==> config.mk <==
export PLATFORM = sky130hd
export DESIGN_NAME = fifo_wr_arbiter
export DESIGN_NICKNAME = d
export VERILOG_FILES = /design/src/rtl/fifo_arb_pkg.sv /design/src/rtl/fifo_rr_pick.sv /design/src/rtl/fifo_wr_arbiter.sv
export SDC_FILE = /design/constraint.sdc
export NUM_CORES = 1
export LEC_CHECK = 0
export BUFFER_PORTS_ARGS = -buffer_cell sky130_fd_sc_hd__clkbuf_2
export CORE_AREA = 2 2 48 50
export CTS_BUF_LIST = sky130_fd_sc_hd__clkbuf_8
export CTS_CLUSTER_SIZE = 28
export DETAILED_ROUTE_END_ITERATION = 16
export DIE_AREA = 0 0 50 52
export PLACE_DENSITY = 0.89
export SLEW_MARGIN = 10
export SYNTH_ARGS = -nofsm -noshare
export SYNTH_HDL_FRONTEND = slang
export SYNTH_SLANG_ARGS = --single-unit
==> constraint.sdc <==
create_clock -name wclk -period 4.9 [get_ports wclk]
set_input_delay 1.225 -clock wclk [delete_from_list [all_inputs] [get_ports wclk]]
set_output_delay 1.225 -clock wclk [all_outputs]
set_load 0.03 [all_outputs]
==> src/rtl/fifo_arb_pkg.sv <==
// rtl/fifo_arb_pkg.sv - shared types and constants for the FIFO write-port arbiter
package fifo_arb_pkg;

  typedef enum logic {
    IDLE  = 1'b0,
    BURST = 1'b1
  } arb_state_t;

  localparam int STAT_W = 16;

endpackage

==> src/rtl/fifo_rr_pick.sv <==
// rtl/fifo_rr_pick.sv - combinational circular priority picker, search starts at rr_ptr+1
module fifo_rr_pick #(
  parameter int NREQ = 4,
  parameter int IW   = $clog2(NREQ)
) (
  input  logic [NREQ-1:0] req,
  input  logic [IW-1:0]   rr_ptr,
  output logic            found,
  output logic [IW-1:0]   sel
);

  always_comb begin
    int idx;
    idx   = 0;
    found = 1'b0;
    sel   = rr_ptr;
    // Walk from the lowest priority up so the nearest candidate after rr_ptr wins last.
    for (int k = NREQ; k >= 1; k--) begin
      idx = int'(rr_ptr) + k;
      if (idx >= NREQ) idx = idx - NREQ;
      if (req[idx]) begin
        found = 1'b1;
        sel   = IW'(idx);
      end
    end
  end

endmodule

==> src/rtl/fifo_wr_arbiter.sv <==
// rtl/fifo_wr_arbiter.sv - round-robin burst arbiter for the FIFO write port
// Optional per-requester beat counters (stat_beats) are enabled by FIFO_ARB_STATS_EN.
module fifo_wr_arbiter
  import fifo_arb_pkg::*;
#(
  parameter  int NREQ      = 4,
  parameter  int DSIZE     = 8,
  parameter  int MAX_BURST = 4,
  localparam int IW        = $clog2(NREQ),
  localparam int CW        = $clog2(MAX_BURST + 1)
) (
  input  logic                   wclk,
  input  logic                   wrst_n,
  input  logic [NREQ-1:0]        req_valid,
  input  logic [NREQ*DSIZE-1:0]  req_data,
  output logic [NREQ-1:0]        req_ready,
  output logic                   winc,
  output logic [DSIZE-1:0]       wdata,
  input  logic                   wfull,
  output logic [IW-1:0]          grant_id,
  output logic                   busy
`ifdef FIFO_ARB_STATS_EN
  ,
  output logic [NREQ*STAT_W-1:0] stat_beats
`endif
);

  arb_state_t    state, state_nxt;
  logic [IW-1:0] rr_ptr, rr_nxt;
  logic [IW-1:0] owner, owner_nxt;
  logic [CW-1:0] beat_cnt, beat_nxt;
  logic [IW-1:0] sel, src;
  logic          found, xfer;

  fifo_rr_pick #(
    .NREQ (NREQ),
    .IW   (IW)
  ) u_pick (
    .req    (req_valid),
    .rr_ptr (rr_ptr),
    .found  (found),
    .sel    (sel)
  );

  always_comb begin
    state_nxt = state;
    rr_nxt    = rr_ptr;
    owner_nxt = owner;
    beat_nxt  = beat_cnt;
    xfer      = 1'b0;
    src       = owner;
    grant_id  = owner;
    case (state)
      IDLE: begin
        if (found) begin
          grant_id = sel;
          src      = sel;
          if (!wfull) begin
            xfer      = 1'b1;
            owner_nxt = sel;
            beat_nxt  = CW'(1);
            if (MAX_BURST == 1) rr_nxt = sel;
            else                state_nxt = BURST;
          end
        end
      end
      BURST: begin
        if (req_valid[owner]) begin
          if (!wfull) begin
            xfer = 1'b1;
            if (beat_cnt == CW'(MAX_BURST - 1)) begin
              state_nxt = IDLE;
              rr_nxt    = owner;
              beat_nxt  = '0;
            end else begin
              beat_nxt = beat_cnt + CW'(1);
            end
          end
        end else begin
          // Owner went quiet: give up the grant, costing one idle cycle.
          state_nxt = IDLE;
          rr_nxt    = owner;
          beat_nxt  = '0;
        end
      end
      default: state_nxt = IDLE;
    endcase
  end

  assign winc      = xfer;
  assign wdata     = req_data[src*DSIZE +: DSIZE];
  assign req_ready = xfer ? (NREQ'(1) << src) : '0;
  assign busy      = (state == BURST);

  always_ff @(posedge wclk or negedge wrst_n) begin
    if (!wrst_n) begin
      state    <= IDLE;
      rr_ptr   <= IW'(NREQ - 1);
      owner    <= '0;
      beat_cnt <= '0;
    end else begin
      state    <= state_nxt;
      rr_ptr   <= rr_nxt;
      owner    <= owner_nxt;
      beat_cnt <= beat_nxt;
    end
  end

`ifdef FIFO_ARB_STATS_EN
  for (genvar g = 0; g < NREQ; g++) begin : g_stat
    logic [STAT_W-1:0] cnt;
    always_ff @(posedge wclk or negedge wrst_n) begin
      if (!wrst_n)                      cnt <= '0;
      else if (req_ready[g] && cnt != '1) cnt <= cnt + STAT_W'(1);
    end
    assign stat_beats[g*STAT_W +: STAT_W] = cnt;
  end
`endif

endmodule

==> key figures <==
Pwr
  – Pleak: about 0.00064 uW
  – Worst supply voltage drop on vdd: about 0.00048 V
  – Total power after layout: around 1000 uW
  – Total power density per cell area: approximately 810 nW/um2

Critical path
  – Series of cell instances along the critical path: clkbuf_2, nor4_2, o21ai_2, nand2_1, o21ai_1, o22a_1, clkbuf_2
  – Critical Setup Path Class: primary input to output pin
  – Cell type of the slowest stage on the worst timing path: sky130_fd_sc_hd__o21ai_2
  – Endpoint type of the worst setup path: output pin
  – Category of cells accounting for the largest share of critical-path delay: compound AO/OA/AOI/OAI gates
  – Maximum fanout count along the critical path: 35
  – Crit path arrival time: 3020 ps
  – Most frequent cell on the critical path: sky130_fd_sc_hd__clkbuf_2
  – Required @ worst endpoint: 3670 ps
  – Crit path buf inv count: 2
  – Sort of element at the start of the critical path: primary input
  – Maximum cell stage delay along the critical path: between 800 and 900 ps

Global routing
  – Wire length of the first global-routing pass: between 4 and 5 mm
  – Overall Global Routing Usage: a little over a fifth
  – Initial antenna violation count: 0
  – Pin count of the biggest net entering global routing: 36
  – Via count of the first global-routing pass: between 1,000 and 1,500
  – Remaining global-route overflow: 0

Clocking
  – Sink count of the clock tree: 8
  – CTS Buf Count: 3
  – Clock input transition at the sequential cells of the worst setup and hold paths: about 50 ps
  – CTS Hold Buffers Added: 0
  – Maximum level of the CTS H-tree: 1
  – Gates resized, CTS repair: 0
  – CTS tree: built
  – Buffers from clock root to sink, at most: 2
  – Buffer count from post-CTS setup fixing: 0
  – Clock insertion delay at the later pin of the skew report: ~230 ps
  – Clock tree root buffer cell: sky130_fd_sc_hd__clkbuf_8

STA
  – Final critical delay including setup and external delays: 4250 ps
  – Final slew viol count: 0
  – RSZ-0062 raised after global routing: false
  – Share of the clock period used by the worst path: 86.7%
  – Fmax: 235 MHz
  – Slew Limit Headroom: 25.3%
  – Post-Route Setup TNS: 0 ps
  – Number of hold violations in the final report: 0
  – Final setup fails: 0
  – Post-Route Skew: around 5.3 ps
  – Worst-margin pin slew: ~1100 ps

Drt
  – Post-detailed-route wirelength per cell: 13.1 um
  – Number of search-and-repair iterations in the first detailed-routing pass: 4
  – Number of vias after detailed routing: approximately 1,200
  – DRC Markers: 0
  – Number of design-rule violations left by the first detailed-router iteration: 27
  – Via density per instance: approximately 5.8
  – Total wire length after detailed routing: between 2 and 3 mm
  – Remaining antenna violation count after routing: 0

Final layout
  – Footprint of the multi-input gates: about 710 um2
  – Total inserted antenna cells: 0
  – Cell area after layout: 1280 um2
  – Number of nets in the layout: ~220
  – Synthesis-to-finish area growth: 31.5%
  – Fill cell count: between 200 and 250
  – Sequential cell area: just over 200 um2
  – Non-Filler Instances: around 200
  – Fraction of final layout cells with drive strength greater than 1: 42.9%

Logic synthesis
  – Fraction of registers with async set or reset after synthesis: 100%
  – Fraction of the yosys area taken by sequential cells: 20.8%
  – Number of flops mapped to enable cells by yosys: 0
  – Number of warning messages in the yosys log: 0
  – Main flop type after synthesis: sky130_fd_sc_hd__dfrtp_1
  – Post-Syn Instances: between 100 and 150
  – Mean area per synthesized cell: between 7 and 8 um2
  – Number of distinct library cells after synthesis: 36
  – Total nets after synthesis: roughly 160
  – Cell area after technology mapping: between 900 and 1000 um2
  – Flip-flop and latch count after synthesis: 8

Hold path
  – Kind of path behind the tightest hold check: flip-flop to flip-flop

Floorplan
  – DIE WIDTH: 50 um
  – Die Footprint: 2600 um2
  – Floorplan core area: about 2100 um2
  – # rows: 17
  – Vert. Die Dim: approximately 52 um
  – Initial Util: a little under half
  – Boundary pin count: 55

Placement
  – PortBufs: between 50 and 60
  – HPWL after detailed placement: around 2.1 mm
  – Cell total after placement: around 200
  – Routability congestion estimate from global placement: around 0.8
  – Placed standard-cell area: 1240 um2

Run
  – Count of max-cap constraint violations: 0

Outcome
  – Outcome: finished clean
cells in the mapped netlist (all sizes together) (2+ instances only):
cell	number	area share [%]
buf	4	3.2
o21ai	12	6.5
o22a	8	7.2
nor2	8	3.1
mux2i	2	2.1
inv	6	2.3
nand2	16	6.2
o211a	2	2.1
nand3b	2	1.5
o22ai	2	1.3
dfstp	2	5.4
a31o	9	8.1
nand2b	4	2.6
a21oi	7	3.6
dfrtp	6	15
or2	2	1.5
a21boi	17	13
nor3	2	1.0
clkbuf	3	1.2
registers in the layout, summed over array words and instances, names as in the netlist:
signal / count
owner: 2
beat_cnt: 3
busy: 1
rr_ptr: 2
logic make-up after synthesis:
kind of cell / after synthesis / synth area share (%)
compound gates: 63 / 49.1
mux: 3 / 4.36
buf+inv: 13 / 6.67
fa+ha+maj: 1 / 1.28
simple gates: 36 / 17.8
flops: 8 / 20.8
metrics by stage:
step	setup WS, ps	utilization, %	hold slack, ps
3_3_place_gp	749	58.8	484
6_report	651	61.0	506
4_1_cts	661	61.0	508
2_1_floorplan	834	-	469
3_5_place_dp	670	58.8	498
5_1_grt	440	61.0	540
path summary, 6_finish.rpt:
kind,start,to,slack [ps],cells past startpoint
worst min-delay path,beat_cnt[2]$_DFFE_PN0P_,beat_cnt[2]$_DFFE_PN0P_,510,1
worst min register to register,beat_cnt[2]$_DFFE_PN0P_,beat_cnt[2]$_DFFE_PN0P_,510,1
worst max register to register,owner[0]$_DFFE_PN0P_,rr_ptr[0]$_DFFE_PN1P_,3170,4
worst max-delay path,req_valid[3],wdata[3],650,7
max in group asynchronous,wrst_n,rr_ptr[1]$_DFFE_PN1P_,3820,1
min in group asynchronous,wrst_n,busy$_DFF_PN0_,830,1
metal layers:
metal	vias to the layer above	wire length, um	track usage, %	part of all wire (%)
li1	565	-	-	-
met1	549	1060	23.8	40
met2	45	1400	37.5	53
met3	10	132	6.03	5.0
met4	0	59	10.6	2.2
met5	-	0	0	0
power breakdown:
| part | switching (uW) | total [uW] | internal (uW) |
|---|---|---|---|
| clock | 28.2 | 82.6 | 54.4 |
| combinational | 516 | 806 | 290 |
| sequential | 43.7 | 146 | 102 |
| total | 588 | 1030 | 446 |
cells in the final DEF (no fill, tap or decap), types with 2 or more instances in the layout:
cell type                  instances
sky130_fd_sc_hd__nand2_1          16
sky130_fd_sc_hd__o21ai_0           3
sky130_fd_sc_hd__nand3b_1          2
sky130_fd_sc_hd__o211a_1           2
sky130_fd_sc_hd__dfstp_2           2
sky130_fd_sc_hd__clkbuf_2         54
sky130_fd_sc_hd__nor2_1            8
sky130_fd_sc_hd__nand2b_1          4
sky130_fd_sc_hd__o21ai_1           8
sky130_fd_sc_hd__a21boi_0         14
sky130_fd_sc_hd__a21boi_1          3
sky130_fd_sc_hd__inv_1             7
sky130_fd_sc_hd__nor3_1            2
sky130_fd_sc_hd__o22a_1            8
sky130_fd_sc_hd__mux2i_1           2
sky130_fd_sc_hd__a21oi_1           7
sky130_fd_sc_hd__a31o_2            8
sky130_fd_sc_hd__dfrtp_1           6
sky130_fd_sc_hd__clkbuf_8          3
sky130_fd_sc_hd__o22ai_1           2
worst register-to-register path: stages (launching register included):
cell                       delay, ps
sky130_fd_sc_hd__dfrtp_1         420
sky130_fd_sc_hd__mux4_2          570
sky130_fd_sc_hd__a21boi_0        470
sky130_fd_sc_hd__nand2_1          90
sky130_fd_sc_hd__o21ai_0         100
cell type report:
| class | instances | share of cell area, % |
|---|---|---|
| timing repair buffer | 54 | 21.1 |
| sequential | 8 | 15.8 |
| clock inverter | 1 | 0.292 |
| clock buffer | 3 | 3.22 |
| tap | 28 | 2.73 |
| multi-input combinational | 103 | 55.2 |
| inverter | 6 | 1.75 |
No activity file was read; power rests on OpenSTA's default activity.
